===== config.mk =====
export PLATFORM = sky130hd
export DESIGN_NAME = writeback_arbiter
export DESIGN_NICKNAME = d
export VERILOG_FILES = /design/src/rtl/writeback_arbiter.sv
export SDC_FILE = /design/constraint.sdc
export NUM_CORES = 1
export LEC_CHECK = 0
export ABC_CLOCK_PERIOD_IN_PS = 2800
export CAP_MARGIN = 20
export CORE_MARGIN = 2
export CORE_UTILIZATION = 25
export CTS_BUF_LIST = sky130_fd_sc_hd__clkbuf_4 sky130_fd_sc_hd__clkbuf_8
export DETAILED_ROUTE_END_ITERATION = 8
export PLACE_DENSITY = 0.47
export SLEW_MARGIN = 25
export SYNTH_ARGS = -nofsm -noshare
export SYNTH_HDL_FRONTEND = slang
export SYNTH_SLANG_ARGS = --single-unit

===== constraint.sdc =====
create_clock -name clock -period 2.8 [get_ports clock]
set_input_delay 0.28 -clock clock [delete_from_list [all_inputs] [get_ports clock]]
set_output_delay 0.28 -clock clock [all_outputs]
set_load 0.01 [all_outputs]

===== src/rtl/writeback_arbiter.sv =====
// writeback_arbiter: owns the register file write port. Merges never-stalled
// ALU results with handshaked mult/div results. Mult/div results that lose
// arbitration wait in a small in-order FIFO. A pending scoreboard tracks
// mult/div destinations that have not been written back yet.
module writeback_arbiter #(
   parameter int DEPTH = 2
) (
   input  logic                     clock,
   input  logic                     ctrl_reset,
   input  logic                     alu_valid,
   input  logic [4:0]               alu_rd,
   input  logic [31:0]              alu_data,
   input  logic                     md_valid,
   output logic                     md_ready,
   input  logic [4:0]               md_rd,
   input  logic [31:0]              md_data,
   input  logic                     issue_valid,
   input  logic [4:0]               issue_rd,
   output logic [31:0]              pending_mask,
   output logic                     ctrl_writeEnable,
   output logic [4:0]               ctrl_writeReg,
   output logic [31:0]              data_writeReg,
   output logic [$clog2(DEPTH):0]   fifo_count
);

   localparam int AW = $clog2(DEPTH);
   localparam logic [AW:0] FULL_COUNT = (AW+1)'(DEPTH);

   logic [4:0]    rd_mem   [DEPTH];
   logic [31:0]   data_mem [DEPTH];
   logic [AW-1:0] head;
   logic [AW-1:0] tail;

   logic          fifo_empty;
   logic          md_accept;
   logic          push;
   logic          pop;
   logic          sel_valid;
   logic          sel_md;
   logic [4:0]    sel_rd;
   logic [31:0]   sel_data;
   logic [31:0]   clear_mask;
   logic [31:0]   set_mask;

   // Ready comes purely from the registered occupancy, so there is no
   // combinational path from md_valid back to md_ready.
   assign md_ready   = (fifo_count < FULL_COUNT);
   assign fifo_empty = (fifo_count == '0);
   assign md_accept  = md_valid && md_ready;

   // Pick the source for this edge: ALU first, then the FIFO head, then a
   // freshly accepted mult/div result going straight through an empty FIFO.
   always_comb begin
      sel_valid = 1'b0;
      sel_md    = 1'b0;
      sel_rd    = 5'd0;
      sel_data  = 32'd0;
      pop       = 1'b0;
      push      = md_accept;
      if (alu_valid) begin
         sel_valid = 1'b1;
         sel_rd    = alu_rd;
         sel_data  = alu_data;
      end else if (!fifo_empty) begin
         sel_valid = 1'b1;
         sel_md    = 1'b1;
         sel_rd    = rd_mem[head];
         sel_data  = data_mem[head];
         pop       = 1'b1;
      end else if (md_accept) begin
         sel_valid = 1'b1;
         sel_md    = 1'b1;
         sel_rd    = md_rd;
         sel_data  = md_data;
         push      = 1'b0;
      end
   end

   // Scoreboard masks: a mult/div write clears its bit, an issue sets one.
   // Applying the set after the clear makes set win on the same register.
   always_comb begin
      clear_mask = 32'd0;
      set_mask   = 32'd0;
      if (sel_md) begin
         clear_mask = 32'd1 << sel_rd;
      end
      if (issue_valid && (issue_rd != 5'd0)) begin
         set_mask = 32'd1 << issue_rd;
      end
   end

   // FIFO storage is not reset; occupancy alone decides which entries are live.
   always_ff @(posedge clock) begin
      if (push) begin
         rd_mem[tail]   <= md_rd;
         data_mem[tail] <= md_data;
      end
   end

   // FIFO pointers and occupancy; a simultaneous push and pop leaves the count alone.
   always_ff @(posedge clock or posedge ctrl_reset) begin
      if (ctrl_reset) begin
         head       <= '0;
         tail       <= '0;
         fifo_count <= '0;
      end else begin
         if (push) begin
            tail <= tail + AW'(1);
         end
         if (pop) begin
            head <= head + AW'(1);
         end
         if (push && !pop) begin
            fifo_count <= fifo_count + (AW+1)'(1);
         end else if (pop && !push) begin
            fifo_count <= fifo_count - (AW+1)'(1);
         end
      end
   end

   // Registered write port; writes to r0 are consumed but never enabled,
   // and address/data hold their last value when nothing is selected.
   always_ff @(posedge clock or posedge ctrl_reset) begin
      if (ctrl_reset) begin
         ctrl_writeEnable <= 1'b0;
         ctrl_writeReg    <= 5'd0;
         data_writeReg    <= 32'd0;
      end else if (sel_valid) begin
         ctrl_writeEnable <= (sel_rd != 5'd0);
         ctrl_writeReg    <= sel_rd;
         data_writeReg    <= sel_data;
      end else begin
         ctrl_writeEnable <= 1'b0;
      end
   end

   // Pending scoreboard update.
   always_ff @(posedge clock or posedge ctrl_reset) begin
      if (ctrl_reset) begin
         pending_mask <= 32'd0;
      end else begin
         pending_mask <= (pending_mask & ~clear_mask) | set_mask;
      end
   end

endmodule


Word-level counts from Yosys, hierarchy flattened
Memories as Yosys holds them, arrays and structs flattened.
Cells that the tools add are included.
Storage, ports and cells
  RAM bits: 74
  memories: 2
  register bits: 74
  output and inout port bits: 73
  bits of input ports: 84
  logic and storage cells: 50
Memories
  data_mem: words 2, bits a word 32, read ports 1, clocked after memory_dff 0, wr ports 1, line 30  | logic [31:0] data_mem [DEPTH];
  rd_mem: words 2, bits a word 5, read ports 1, clocked after memory_dff 0, wr ports 1, line 29  | logic [4:0] rd_mem [DEPTH];
Operators by class
  add/subtract/negate cells: 4
  shift operators: 2
  reduce and logical (&&, ||, !) cells: 10
  bitwise operators: 3
  multiplexer cells: 21
  magnitude comparators: 1
Operator list (count)
  32-bit two-way mux: 5
  1-bit by 5-bit << shifter with 32-bit output, first input constant: 2
  32-bit bitwise AND: 1
  32-bit NOT: 1
  32-bit OR: 1
  5-bit two-way mux: 3
  1-bit two-way mux: 11
  5-bit nonzero test: 2
  1-bit logical AND: 4
  2-bit two-way mux: 2
  1-bit adder, second input constant: 2
  2-bit by 1-bit adder with 2-bit output, second input constant: 1
  1-bit logical NOT: 2
  2-bit logical NOT: 1
  2-bit < comparator, second input constant: 1
  2-bit nonzero test: 1
  2-bit by 1-bit subtractor with 2-bit output, second input constant: 1

Logic depth before layout (Yosys ltp)
  depth after elaboration: 10
  depth in mapped cells: 7
  depth with buffers taken out: 5

Least setup slack after synthesis
Ideal clock, no wire load.
  kind: reg-to-reg
  start point: register fifo_count[1]
  end point: memory data_mem[0][0], enable pin
  arrival time: 2.613 ns
  library setup time: 0.431 ns
  path buffers: 1
  stages on the path, launching flop included: 5
  data required time: 2.369 ns
  path slack: -0.245 ns
  cell sequence: dfrtp_1 > buf_2 > nor2b_1 > o21ai_0 > nor2_1
Between the ends
  longest elaborated chain between the ends: 6
RTL lines
  from (decl): line 23  | output logic [$clog2(DEPTH):0] fifo_count
  from (signal assigned): line 114  | fifo_count <= fifo_count + (AW+1)'(1);
  from (signal assigned): line 116  | fifo_count <= fifo_count - (AW+1)'(1);
  2-bit < comparator: line 47  | assign md_ready = (fifo_count < FULL_COUNT);
  1-bit logical AND: line 49  | assign md_accept = md_valid && md_ready;
  1-bit two-way mux: line 64  | end else if (!fifo_empty) begin
  1-bit two-way mux *: line 60  | if (alu_valid) begin
  1-bit two-way mux *: line 94  | if (push) begin
  1-bit two-way mux (implied by the code) *: line 96  | data_mem[tail] <= md_data;
  to (decl): line 30
Every way passes the cells marked *; elsewhere a longest branch is shown, timed or not.

Worst setup path after layout
  start point: register fifo_count[0]
  end point: register pending_mask[28]
Between the ends
  longest elaborated chain between the ends: 10
RTL lines
  2-bit < comparator: line 47
  1-bit logical AND: line 49
  5-bit two-way mux: line 70  | end else if (md_accept) begin
  5-bit two-way mux: line 64
  5-bit two-way mux: line 60
  1-bit by 5-bit << shifter with 32-bit output: line 85  | clear_mask = 32'd1 << sel_rd;
  32-bit two-way mux *: line 84  | if (sel_md) begin
  32-bit NOT *: line 142  | pending_mask <= (pending_mask & ~clear_mask) | set_mask;
  32-bit bitwise AND *: line 142
  32-bit OR *: line 142
  to (signal assigned): line 142
  to (decl): line 19  | output logic [31:0] pending_mask,
Marks and branches as above.
A chain may end at the register's enable or synchronous reset.

==> metrics <==
status=finished, final reports clean; critical path, cell by cell=or2_1 > a221o_1 > nand3b_1 > o31ai_1 > nand2_1; part of the power in combinational logic=0.368; TritonCTS clock tree=built; H-tree levels=4; Area growth, synth to finish=39.0%; Clock Tree Buf Depth=2; worst hold path class=in2async; RSZ-0062 raised after global routing=no; placed insts=approximately 940; grt total ovfl=0; global-route usage over all layers=0.135; Starting DRT DRC Count=between 300 and 400; DP Wirelength=~12000 um; largest stage delay on the critical path=0.64 ns; Seq/Total Area, Yosys=0.664; crit end category=flip-flop; Power Density=approximately 940 nW/um2; # setup viols final=0; Main synth FF type=edfxtp_1; maximum VDD drop=0.430 mV; syn_area_per_cell=between 10 and 15 um2; largest net degree at the start of global routing=61; setup bufs post-CTS=0; Hold Buf Count CTS=0; antenna violations before repair=1; die area=between 20000 and 30000 um2; CTS buffer count=17; crit-path leading delay family=simple AND/OR/NAND/NOR gates; cell row count=57; io pins=157; Fin. Hold Viols=0; ys async rst share=0.500; Slew HR=0.473; CTS Root Cell=clkbuf_8; post-CTS resize count=0; Slew Viols, Final=0; Synth cell types=45; slowest stage cell, crit path=dfrtp_1; Detailed Route WL=17400 um; part of the power in registers=0.424; fin cells=just under 1000; first-pass GRT wire length=26900 um; clk_lat worst skew=between 0.4 and 0.5 ns; Post-Syn Instances=around 470; number of global-route vias before repair=4572; flops & latches, synth=148; switching power=between 2 and 3 mW; min cycle time layout=between 2 and 2.5 ns; synth warn=0; Critical Path RT=around 3.1 ns; slew at the pin with the worst max-slew slack=approximately 0.78 ns; Internal=around 5.4 mW; Hold Worst Slack=roughly 0.18 ns; Final nets=between 700 and 800; number of flops mapped to enable cells by yosys=74; DIE WIDTH=161 um; share of cells above drive strength 1=0.138; via count=between 4000 and 5000; RD Place Congestion=slightly above 0.8; Fill cells=around 2400; CP bufs+invs=0; Synth Cell Area=roughly 6000 um2; Crit Path Class=reg2reg; ANT nets after route=0; Finished Core Util=0.353; Sw Share=0.326; critical path arrival=between 2 and 3 ns; Max Clk Rate=~440 MHz; final clock skew=0.0131 ns; Die Height=between 150 and 200 um; Synthesized Nets=558; core area=around 24000 um2; CTS Sinks=148; initial core utilization=0.254; CP Max Fanout=14; CP Launch Type=flip-flop; WL/cell=about 18 um; Final Cycle Share=0.806; IO buf count=156; post-DR vias/cell=about 4.7; final total power=roughly 8 mW; Clk network pwr share=0.208; clock slew at reported path FFs=approximately 0.08 ns; # Max-Cap Violations=0; leak pwr=around 3.1 nW; number of iterations in the first detailed-routing pass=9; DRC violations left=0
-- layout by cell type, fill, tap and decap left out, types with 3 or more instances in the layout --
| cell | n |
|---|---|
| inv_1 | 4 |
| clkbuf_8 | 20 |
| nor2_1 | 36 |
| buf_4 | 9 |
| nand4_1 | 4 |
| mux2i_1 | 5 |
| nand3b_1 | 3 |
| nand2_1 | 41 |
| clkbuf_4 | 3 |
| o31ai_1 | 4 |
| clkinv_2 | 4 |
| a222oi_1 | 31 |
| nand3_1 | 9 |
| edfxtp_1 | 74 |
| o21ai_1 | 33 |
| and2_1 | 3 |
| mux2_2 | 35 |
| clkdlybuf4s50_1 | 155 |
| dfrtp_1 | 73 |
| buf_12 | 3 |
| o21ai_0 | 15 |
| nor2b_1 | 6 |
| a21oi_1 | 34 |
| xnor2_1 | 3 |
-- worst paths after layout --
| path | slack [ns] | start | cells after the start | endpoint |
|---|---|---|---|---|
| min reg2reg | 0.51 | pending_mask[0]$_DFF_PP0_ | 2 | pending_mask[0]$_DFF_PP0_ |
| min in group clock | 0.27 | alu_valid | 3 | ctrl_writeEnable$_DFF_PP0_ |
| max reg2reg | 0.54 | fifo_count[0]$_DFFE_PP0P_ | 5 | pending_mask[28]$_DFF_PP0_ |
| max | 0.54 | fifo_count[0]$_DFFE_PP0P_ | 5 | pending_mask[28]$_DFF_PP0_ |
| max in group asynchronous | 1.94 | ctrl_reset | 3 | pending_mask[22]$_DFF_PP0_ |
| min | 0.18 | ctrl_reset | 2 | data_writeReg[29]$_DFFE_PP0P_ |
-- cell usage after synthesis, types with 2 or more instances --
cell      number  share of area
a21o_1         2         0.0024
a21oi_1       34          0.028
a221o_1        2         0.0033
a222oi_1      31          0.051
a22o_1         2         0.0029
and2_1         3         0.0031
buf_1          3         0.0018
buf_2          6         0.0049
clkbuf_1      20          0.012
dfrtp_1       74           0.30
edfxtp_1      74           0.36
inv_1          5         0.0031
mux2_1         2         0.0037
mux2_2        35          0.064
mux2i_1        5         0.0082
nand2_1       41          0.025
nand3_1        9         0.0073
nand3b_1       3         0.0037
nand4_1        4         0.0041
nor2_1        38          0.023
nor2b_1        6         0.0061
o21ai_0       15          0.012
o21ai_1       33          0.027
o31ai_1        4         0.0049
xnor2_1        3         0.0043
-- metrics by stage --
step | setup WS (ns) | setup TNS [ns] | area (um2)
after global placement | 0.416 | 0 | 8130
after detailed placement | 0.353 | 0 | 8130
after CTS | 0.547 | 0 | 8530
after global routing | 0.368 | 0 | 8530
after floorplan | -0.245 | -18.11 | 6130
final | 0.544 | 0 | 8530
-- cell families after synthesis --
group | Yosys count | share of synthesized area
simple gates | 113 | 0.0853
flops | 148 | 0.664
buf+inv | 34 | 0.0220
mux | 42 | 0.0761
compound gates | 134 | 0.148
xor+xnor | 3 | 0.00428
-- layer usage --
metal  up-vias  routed length, um  global-route usage
met2       200               7750               0.207
met4         0                130              0.0369
li1       2121                  -                   -
met5         -                  0                   0
met3         8               1380              0.0398
met1      2234               8150               0.188
-- registers in the layout, indices dropped and copies added (netlist names) --
register          cells
ctrl_writeEnable      1
ctrl_writeReg         5
data_mem             64
data_writeReg        32
fifo_count            2
head                  1
pending_mask         32
rd_mem               10
tail                  1
-- power groups by stage --
stage               sequential (mW)  clock, mW  combinational [mW]
global placement               3.45          0                2.97
finish                         3.41       1.67                2.96
global route                   3.50       1.82                3.21
floorplan                      3.50          0                1.31
CTS                            3.42       1.74                3.00
detailed placement             3.44          0                2.99
-- cell type report --
class	count	area, um2	share of cell area
Clock inverter	9	103	0.0120
Timing Repair Buffer	168	1680	0.197
Sequential cell	148	4080	0.478
Clock buffer	23	298	0.0349
Tap cell	324	405	0.0475
Multi-Input combinational cell	292	1940	0.228
Inverter	5	20.0	0.00235
Antenna cell	1	2.50	0.000293
(Power assumes the default switching activity.)
